**config.mk**
```make
export PLATFORM = sky130hd
export DESIGN_NAME = gpio_dbirq
export DESIGN_NICKNAME = d
export VERILOG_FILES = /design/src/rtl/gpio_dbirq.sv
export SDC_FILE = /design/constraint.sdc
export NUM_CORES = 2
export LEC_CHECK = 0
export BUFFER_PORTS_ARGS = -buffer_cell sky130_fd_sc_hd__buf_2
export CAP_MARGIN = 20
export CORE_MARGIN = 5
export CORE_UTILIZATION = 55
export DETAILED_ROUTE_END_ITERATION = 6
export GPL_TIMING_DRIVEN = 1
export PLACE_DENSITY = 0.73
export SYNTH_ARGS = -nofsm -noshare
export SYNTH_HDL_FRONTEND = slang
export SYNTH_SLANG_ARGS = --single-unit
```
**constraint.sdc**
```tcl
create_clock -name clk -period 4.8 [get_ports clk]
set_input_delay 0.72 -clock clk [delete_from_list [all_inputs] [get_ports clk]]
set_output_delay 0.72 -clock clk [all_outputs]
set_load 0.005 [all_outputs]
```
**src/rtl/gpio_dbirq.sv**
```systemverilog
// N-pin GPIO on the register mesh: pad out/enable, synchronised and optionally
// debounced inputs, level/edge/both-edge interrupt latch with W1S/W1C and mask.
module gpio_dbirq #(
    parameter int N    = 32,
    parameter int AW   = 32,
    parameter int PW   = 2*AW+40,
    parameter int ID   = 0,
    parameter int CW   = 8,
    parameter int DIVW = 16
) (
    input  logic          clk,
    input  logic          reset,
    input  logic          reg_access,
    input  logic [PW-1:0] reg_packet,
    output logic [31:0]   reg_rdata,
    input  logic [N-1:0]  gpio_in,
    output logic [N-1:0]  gpio_out,
    output logic [N-1:0]  gpio_en,
    output logic [N-1:0]  gpio_ilat,
    output logic          gpio_irq
);

    localparam logic [5:0] W_ODATA    = 6'd0;
    localparam logic [5:0] W_OEN      = 6'd1;
    localparam logic [5:0] W_IDATA    = 6'd2;
    localparam logic [5:0] W_ITYPE    = 6'd3;
    localparam logic [5:0] W_IPOL     = 6'd4;
    localparam logic [5:0] W_IMASK    = 6'd5;
    localparam logic [5:0] W_ILAT     = 6'd6;
    localparam logic [5:0] W_ILATCLR  = 6'd7;
    localparam logic [5:0] W_ODATAAND = 6'd8;
    localparam logic [5:0] W_ODATAORR = 6'd9;
    localparam logic [5:0] W_ODATAXOR = 6'd10;
    localparam logic [5:0] W_IBOTH    = 6'd11;
    localparam logic [5:0] W_DBEN     = 6'd12;
    localparam logic [5:0] W_DBDIV    = 6'd13;
    localparam logic [5:0] W_DBTHR    = 6'd14;

    // Packet fields: write bit 0, dstaddr at [AW+7:8], data at [AW+39:AW+8].
    logic            write_in;
    logic            match;
    logic            wr;
    logic [5:0]      word;
    logic [N-1:0]    dn;
    logic [DIVW-1:0] d_div;
    logic [CW-1:0]   d_thr;
    logic            unused_pkt;

    assign write_in   = reg_packet[0];
    assign match      = reg_access & (reg_packet[18:16] == 3'(ID));
    assign word       = reg_packet[15:10];
    assign wr         = match & write_in;
    assign dn         = reg_packet[AW+8+N-1:AW+8];
    assign d_div      = reg_packet[AW+8+DIVW-1:AW+8];
    assign d_thr      = reg_packet[AW+8+CW-1:AW+8];
    assign unused_pkt = ^reg_packet;

    logic [N-1:0]    odata, oen, itype, ipol, iboth, imask, ilat, dben;
    logic [DIVW-1:0] dbdiv;
    logic [CW-1:0]   dbthr;

    always_ff @(posedge clk) begin
        if (reset) begin
            odata <= '0;
            oen   <= '0;
            itype <= '0;
            ipol  <= '0;
            iboth <= '0;
            imask <= '0;
            dben  <= '0;
            dbdiv <= '0;
            dbthr <= '0;
        end else if (wr) begin
            case (word)
                W_ODATA:    odata <= dn;
                W_OEN:      oen   <= dn;
                W_ITYPE:    itype <= dn;
                W_IPOL:     ipol  <= dn;
                W_IMASK:    imask <= dn;
                W_ODATAAND: odata <= odata & dn;
                W_ODATAORR: odata <= odata | dn;
                W_ODATAXOR: odata <= odata ^ dn;
                W_IBOTH:    iboth <= dn;
                W_DBEN:     dben  <= dn;
                W_DBDIV:    dbdiv <= d_div;
                W_DBTHR:    dbthr <= d_thr;
                default:    ;
            endcase
        end
    end

    // Input path: 2-flop synchroniser, then per-pin filter.
    logic [N-1:0]    sync1, sync2, filt_q, prev_q;
    logic [DIVW-1:0] div_cnt;
    logic [CW-1:0]   db_cnt [N];
    logic            tick;
    logic [CW-1:0]   thr_eff;
    logic [N-1:0]    db_hit;

    assign tick    = (div_cnt >= dbdiv);
    assign thr_eff = (dbthr == '0) ? CW'(1) : dbthr;

    always_comb begin
        db_hit = '0;
        for (int i = 0; i < N; i++) begin
            db_hit[i] = (({1'b0, db_cnt[i]} + (CW+1)'(1)) >= {1'b0, thr_eff});
        end
    end

    always_ff @(posedge clk) begin
        if (reset) begin
            sync1   <= '0;
            sync2   <= '0;
            filt_q  <= '0;
            prev_q  <= '0;
            div_cnt <= '0;
            for (int i = 0; i < N; i++) db_cnt[i] <= '0;
        end else begin
            sync1   <= gpio_in;
            sync2   <= sync1;
            prev_q  <= filt_q;
            div_cnt <= tick ? '0 : div_cnt + DIVW'(1);
            for (int i = 0; i < N; i++) begin
                if (!dben[i]) begin
                    filt_q[i] <= sync2[i];
                    db_cnt[i] <= '0;
                end else if (sync2[i] == filt_q[i]) begin
                    db_cnt[i] <= '0;
                end else if (tick) begin
                    if (db_hit[i]) begin
                        filt_q[i] <= ~filt_q[i];
                        db_cnt[i] <= '0;
                    end else begin
                        db_cnt[i] <= db_cnt[i] + CW'(1);
                    end
                end
            end
        end
    end

    // Interrupt events and latch; a set always wins over a same-cycle clear.
    logic [N-1:0] rise, fall, edge_ev, event_v, set_w, clr_w, ilat_next;

    always_comb begin
        rise      = filt_q & ~prev_q;
        fall      = ~filt_q & prev_q;
        edge_ev   = (iboth & (rise | fall)) | (~iboth & ((ipol & fall) | (~ipol & rise)));
        event_v   = (itype & edge_ev) | (~itype & (filt_q ^ ipol));
        set_w     = (wr && word == W_ILAT)    ? dn : '0;
        clr_w     = (wr && word == W_ILATCLR) ? dn : '0;
        ilat_next = event_v | set_w | (ilat & ~clr_w);
    end

    always_ff @(posedge clk) begin
        if (reset) ilat <= '0;
        else       ilat <= ilat_next;
    end

    logic [31:0] rdata_mux;

    always_comb begin
        rdata_mux = '0;
        case (word)
            W_ODATA:   rdata_mux = 32'(odata);
            W_OEN:     rdata_mux = 32'(oen);
            W_IDATA:   rdata_mux = 32'(filt_q);
            W_ITYPE:   rdata_mux = 32'(itype);
            W_IPOL:    rdata_mux = 32'(ipol);
            W_IMASK:   rdata_mux = 32'(imask);
            W_ILAT:    rdata_mux = 32'(ilat);
            W_ILATCLR: rdata_mux = 32'(ilat);
            W_IBOTH:   rdata_mux = 32'(iboth);
            W_DBEN:    rdata_mux = 32'(dben);
            W_DBDIV:   rdata_mux = 32'(dbdiv);
            W_DBTHR:   rdata_mux = 32'(dbthr);
            default:   rdata_mux = '0;
        endcase
    end

    always_ff @(posedge clk) begin
        if (reset)                   reg_rdata <= '0;
        else if (match && !write_in) reg_rdata <= rdata_mux;
    end

    assign gpio_out  = odata;
    assign gpio_en   = oen;
    assign gpio_ilat = ilat;
    assign gpio_irq  = |(ilat & imask);

endmodule

```
==> summary.md <==
| Metric | Value |
|---|---|
| Sequential cell area | 0.0168 sq mm |
| Area fraction of the dominant cell type after synthesis | 22.6% |
| # H-tree levels | 3 |
| Crit Path Max Fanout | 27 |
| Clk_lat worst skew | 0.63 ns |
| Net count after synthesis | roughly 5000 |
| Maximum clock frequency | 0.267 GHz |
| Number of rows in the core area | 99 |
| Via count | approximately 34000 |
| Number of cells after detailed placement | 5463 |
| Routed WL | 123000 um |
| Via count of the first global-routing pass | about 32000 |
| CTS root buffer | sky130_fd_sc_hd__clkbuf_16 |
| Final standard cell count with taps included and fillers excluded | 5609 |
| Die width | 281 um |
| Worst vdd rail ir drop | 210 uV |
| Result of the run | finished with violations |
| Portion of the post-synthesis area used by sequential elements | 41.6% |
| Pin count of the biggest net entering global routing | 134 |
| Floorplan Core Area | 0.0730 sq mm |
| Total leakage power | 18.3 nW |
| Die ar. | about 0.079 sq mm |
| Wire length of the first global-routing pass | 187000 um |
| Setup crit end kind | register |
| Predominant post-synthesis flop cell | sky130_fd_sc_hd__dfxtp_1 |
| PwrDens | 283 mW/mm^2 |
| Met3 wire length | about 14000 um |
| Clk sinks | 712 |
| Routability-driven placement congestion ratio | around 0.94 |
| Async S/R FF share, synth | 0% |
| Setup Buffers After CTS | 0 |
| Post-route met1 wirelength | 51600 um |
| TNS Setup | 0 ns |
| Routed wl met2 | 52900 um |
| Worst-Margin Slew | 1.15 ns |
| Number of enable flip-flop cells after synthesis | 256 |
| Worst EP required | 5.06 ns |
| Startpoint class of the critical path | register |
| Routed wire length per instance | 21.9 um |
| Grt total ovfl | 0 |
| Final count of hold timing violations | 0 |
| Cell types occupying the most area after synthesis | sky130_fd_sc_hd__dfxtp_1, sky130_fd_sc_hd__edfxtp_1, sky130_fd_sc_hd__ha_1, sky130_fd_sc_hd__nand2_1, sky130_fd_sc_hd__a21oi_1 |
| Largest clock skew in the final design | 0.0273 ns |
| Effective utilization at floorplan | 55.5% |
| Part of the cycle the worst path needs | 77.9% |
| TritonCTS Buffers | 77 |
| Setup violation total in the final timing report | 0 |
| TritonCTS clock tree | built |
| Area of the mapped netlist | 0.0405 sq mm |
| Average vias per placed instance | between 6 and 7 |
| Max clock buf depth | 3 |
| Max_slew headroom | between 20% and 30% |
| Most area-hungry cell type in the Yosys netlist | sky130_fd_sc_hd__dfxtp_1 |
| Area of the multi-input gates | 0.0221 sq mm |
| Number of buffers inserted by hold repair at cts | 0 |
| Count of yosys warnings during synthesis | 0 |
| CP Class | reg -> reg |
| Layout fillers | 6140 |
| DRC marker count from the first detailed-route iteration | 4191 |
| Number of nets with antenna violations after routing | 0 |
| Type of the tightest min-delay check | in -> reg |
| Max Used Layer | met4 |
| Worst setup slack after layout | ~1.1 ns |
| Post-synthesis average cell area | 9.11 sq um |
| Max-slew violation count | 0 |
| Initial antenna violation count | 2 |
| Final min period | 3.74 ns |
| Setup repair after global routing missed its margin | false |
| WP data arrival | 4.00 ns |
| DIE HEIGHT | ~280 um |
| Synth-to-Final Area Change | 11.3% |
| Number of design rule violations left after detail routing | 1 |
| Number of library cell types mapped by synthesis | 61 |
| Ratio of cells with drive above 1 in the final layout | 9.62% |
| Port Buffer Count | 205 |
| Flip-flop and latch count after synthesis | 712 |
| Clock transition at the registers of the reported paths | 0.06 ns |
| Max_cap viols | 0 |
| Utilization after layout | 61.8% |
| Violations in the final reports | design-rule violations |
| Worst slack on hold paths | 0.296 ns |
| Worst setup slack before clock tree synthesis | 1.16 ns |
| Post-cts gate resize count | 0 |
| Iteration count of the initial detailed-routing pass | 7 |
| GRT Resource Usage Total | 30.1% |
| Post-layout nets | approximately 5200 |
| Ports placed on the boundary | 268 |
| Gate count of the mapped netlist | between 4000 and 5000 |
| Dpl hpwl | between 80000 and 90000 um |
==> flip-flops by register name (all words and copies together), names as in the netlist, 32 cells and up <==
| signal | count |
|---|---|
| db_cnt | 256 |
| dben | 32 |
| filt_q | 32 |
| gpio_en | 32 |
| gpio_ilat | 32 |
| gpio_out | 32 |
| iboth | 32 |
| imask | 32 |
| ipol | 32 |
| itype | 32 |
| prev_q | 32 |
| reg_rdata | 32 |
| sync1 | 32 |
| sync2 | 32 |
==> cell families (layout without fill, tap and decap cells) <==
kind of cell	Yosys count	count (layout)	share of synthesized area, %
and+or+nand+nor	1647	1647	19.4
AOI/OAI and AO/OA	919	919	14.7
DFF	712	712	41.6
adders and majority gates	433	433	13.4
buffers and inverters	427	631	4.24
xor gates and xnor gates	271	271	5.87
muxes	32	32	0.891
other	0	5	0
==> cell type report <==
class	count	share of cell area, %
timing repair buffer	268	3.52
antenna	5	0.0278
inverter	222	1.85
sequential	712	37.3
clock buffer	115	5.07
multi-input combinational	3302	49.0
tap	959	2.66
clock inverter	26	0.558
==> worst max-delay path: stages, from the launching register on <==
cell and delay [ns]:
sky130_fd_sc_hd__dfxtp_1 0.40, sky130_fd_sc_hd__inv_1 0.06, sky130_fd_sc_hd__ha_1 0.26, sky130_fd_sc_hd__nand2b_1 0.14
sky130_fd_sc_hd__a2111o_1 0.44, sky130_fd_sc_hd__a311oi_2 0.43, sky130_fd_sc_hd__nand2_1 0.41, sky130_fd_sc_hd__nor2_4 0.48
sky130_fd_sc_hd__buf_12 0.30, sky130_fd_sc_hd__nand3_1 0.41
==> cell usage after synthesis, drive strengths merged, types with 13 or more instances <==
cell type    n
mux2        32
nor3        17
nor2b      355
clkbuf     138
nand3      199
o21ai       74
a22o        24
xor2       148
a21boi      13
a21oi      449
nor2       236
a222oi      40
inv        222
a22oi       48
nand4       72
a221oi      73
a41oi       13
and4        16
xnor2      123
a211o       21
edfxtp     256
buf         67
a21o        37
and3        42
a211oi      66
ha         433
dfxtp      456
nand2      679
o221ai      32
==> final timing paths <==
check                             start                     endpoint  slack, ns  cells after the start
setup / recovery  div_cnt[0]$_SDFF_PP0_  db_cnt[1][73]$_SDFFCE_PP0P_       1.06                      9
hold / removal               gpio_in[3]          sync1[3]$_SDFF_PP0_       0.30                      2
setup reg to reg  div_cnt[0]$_SDFF_PP0_  db_cnt[1][73]$_SDFFCE_PP0P_       1.06                      9
hold reg to reg    sync1[31]$_SDFF_PP0_         sync2[31]$_SDFF_PP0_       0.44                      1
==> routing by layer <==
| layer | GRT usage (%) | up-vias |
|---|---|---|
| met5 | 0 | - |
| met4 | 10.4 | 0 |
| met3 | 6.75 | 284 |
| met2 | 45.8 | 1730 |
| met1 | 42.6 | 16200 |
| li1 | - | 16000 |
==> stage by stage <==
| step | instance area (sq um) | power, mW |
|---|---|---|
| final | 45100 | 12.7 |
| after global routing | 45000 | 13.1 |
| after CTS | 45000 | 12.8 |
| after detailed placement | 42500 | 6.84 |
| after global placement | 42500 | 6.84 |
| after floorplan | 40500 | 6.67 |
==> cell usage in the layout (no fill, tap or decap), types with 30 or more instances in the layout <==
master	Yosys	layout
sky130_fd_sc_hd__ha_1	433	433
sky130_fd_sc_hd__buf_2	59	204
sky130_fd_sc_hd__mux2_2	30	30
sky130_fd_sc_hd__buf_4	2	57
sky130_fd_sc_hd__a222oi_1	40	40
sky130_fd_sc_hd__edfxtp_1	256	256
sky130_fd_sc_hd__xnor2_1	123	123
sky130_fd_sc_hd__o221ai_1	32	32
sky130_fd_sc_hd__clkbuf_16	0	80
sky130_fd_sc_hd__xor2_1	148	148
sky130_fd_sc_hd__a221oi_1	73	73
sky130_fd_sc_hd__nand4_1	72	72
sky130_fd_sc_hd__a211oi_1	66	66
sky130_fd_sc_hd__and3_1	42	42
sky130_fd_sc_hd__a21o_1	37	37
sky130_fd_sc_hd__a21oi_1	448	447
sky130_fd_sc_hd__nand3_1	199	199
sky130_fd_sc_hd__nor2b_1	355	354
sky130_fd_sc_hd__nor2_1	233	226
sky130_fd_sc_hd__inv_1	222	215
sky130_fd_sc_hd__o21ai_0	70	70
sky130_fd_sc_hd__nand2_1	679	678
sky130_fd_sc_hd__dfxtp_1	456	456
sky130_fd_sc_hd__a22oi_1	48	48
==> report_power, final <==
group          switching [mW]  total, mW  internal [mW]  leakage (nW)
Clock                    2.51       6.02           3.51          1.25
Sequential             0.0516       6.30           6.25          6.85
Combinational           0.294      0.423          0.129          10.2
Total                    2.86       12.7           9.89          18.3
(Power assumes the default switching activity.)
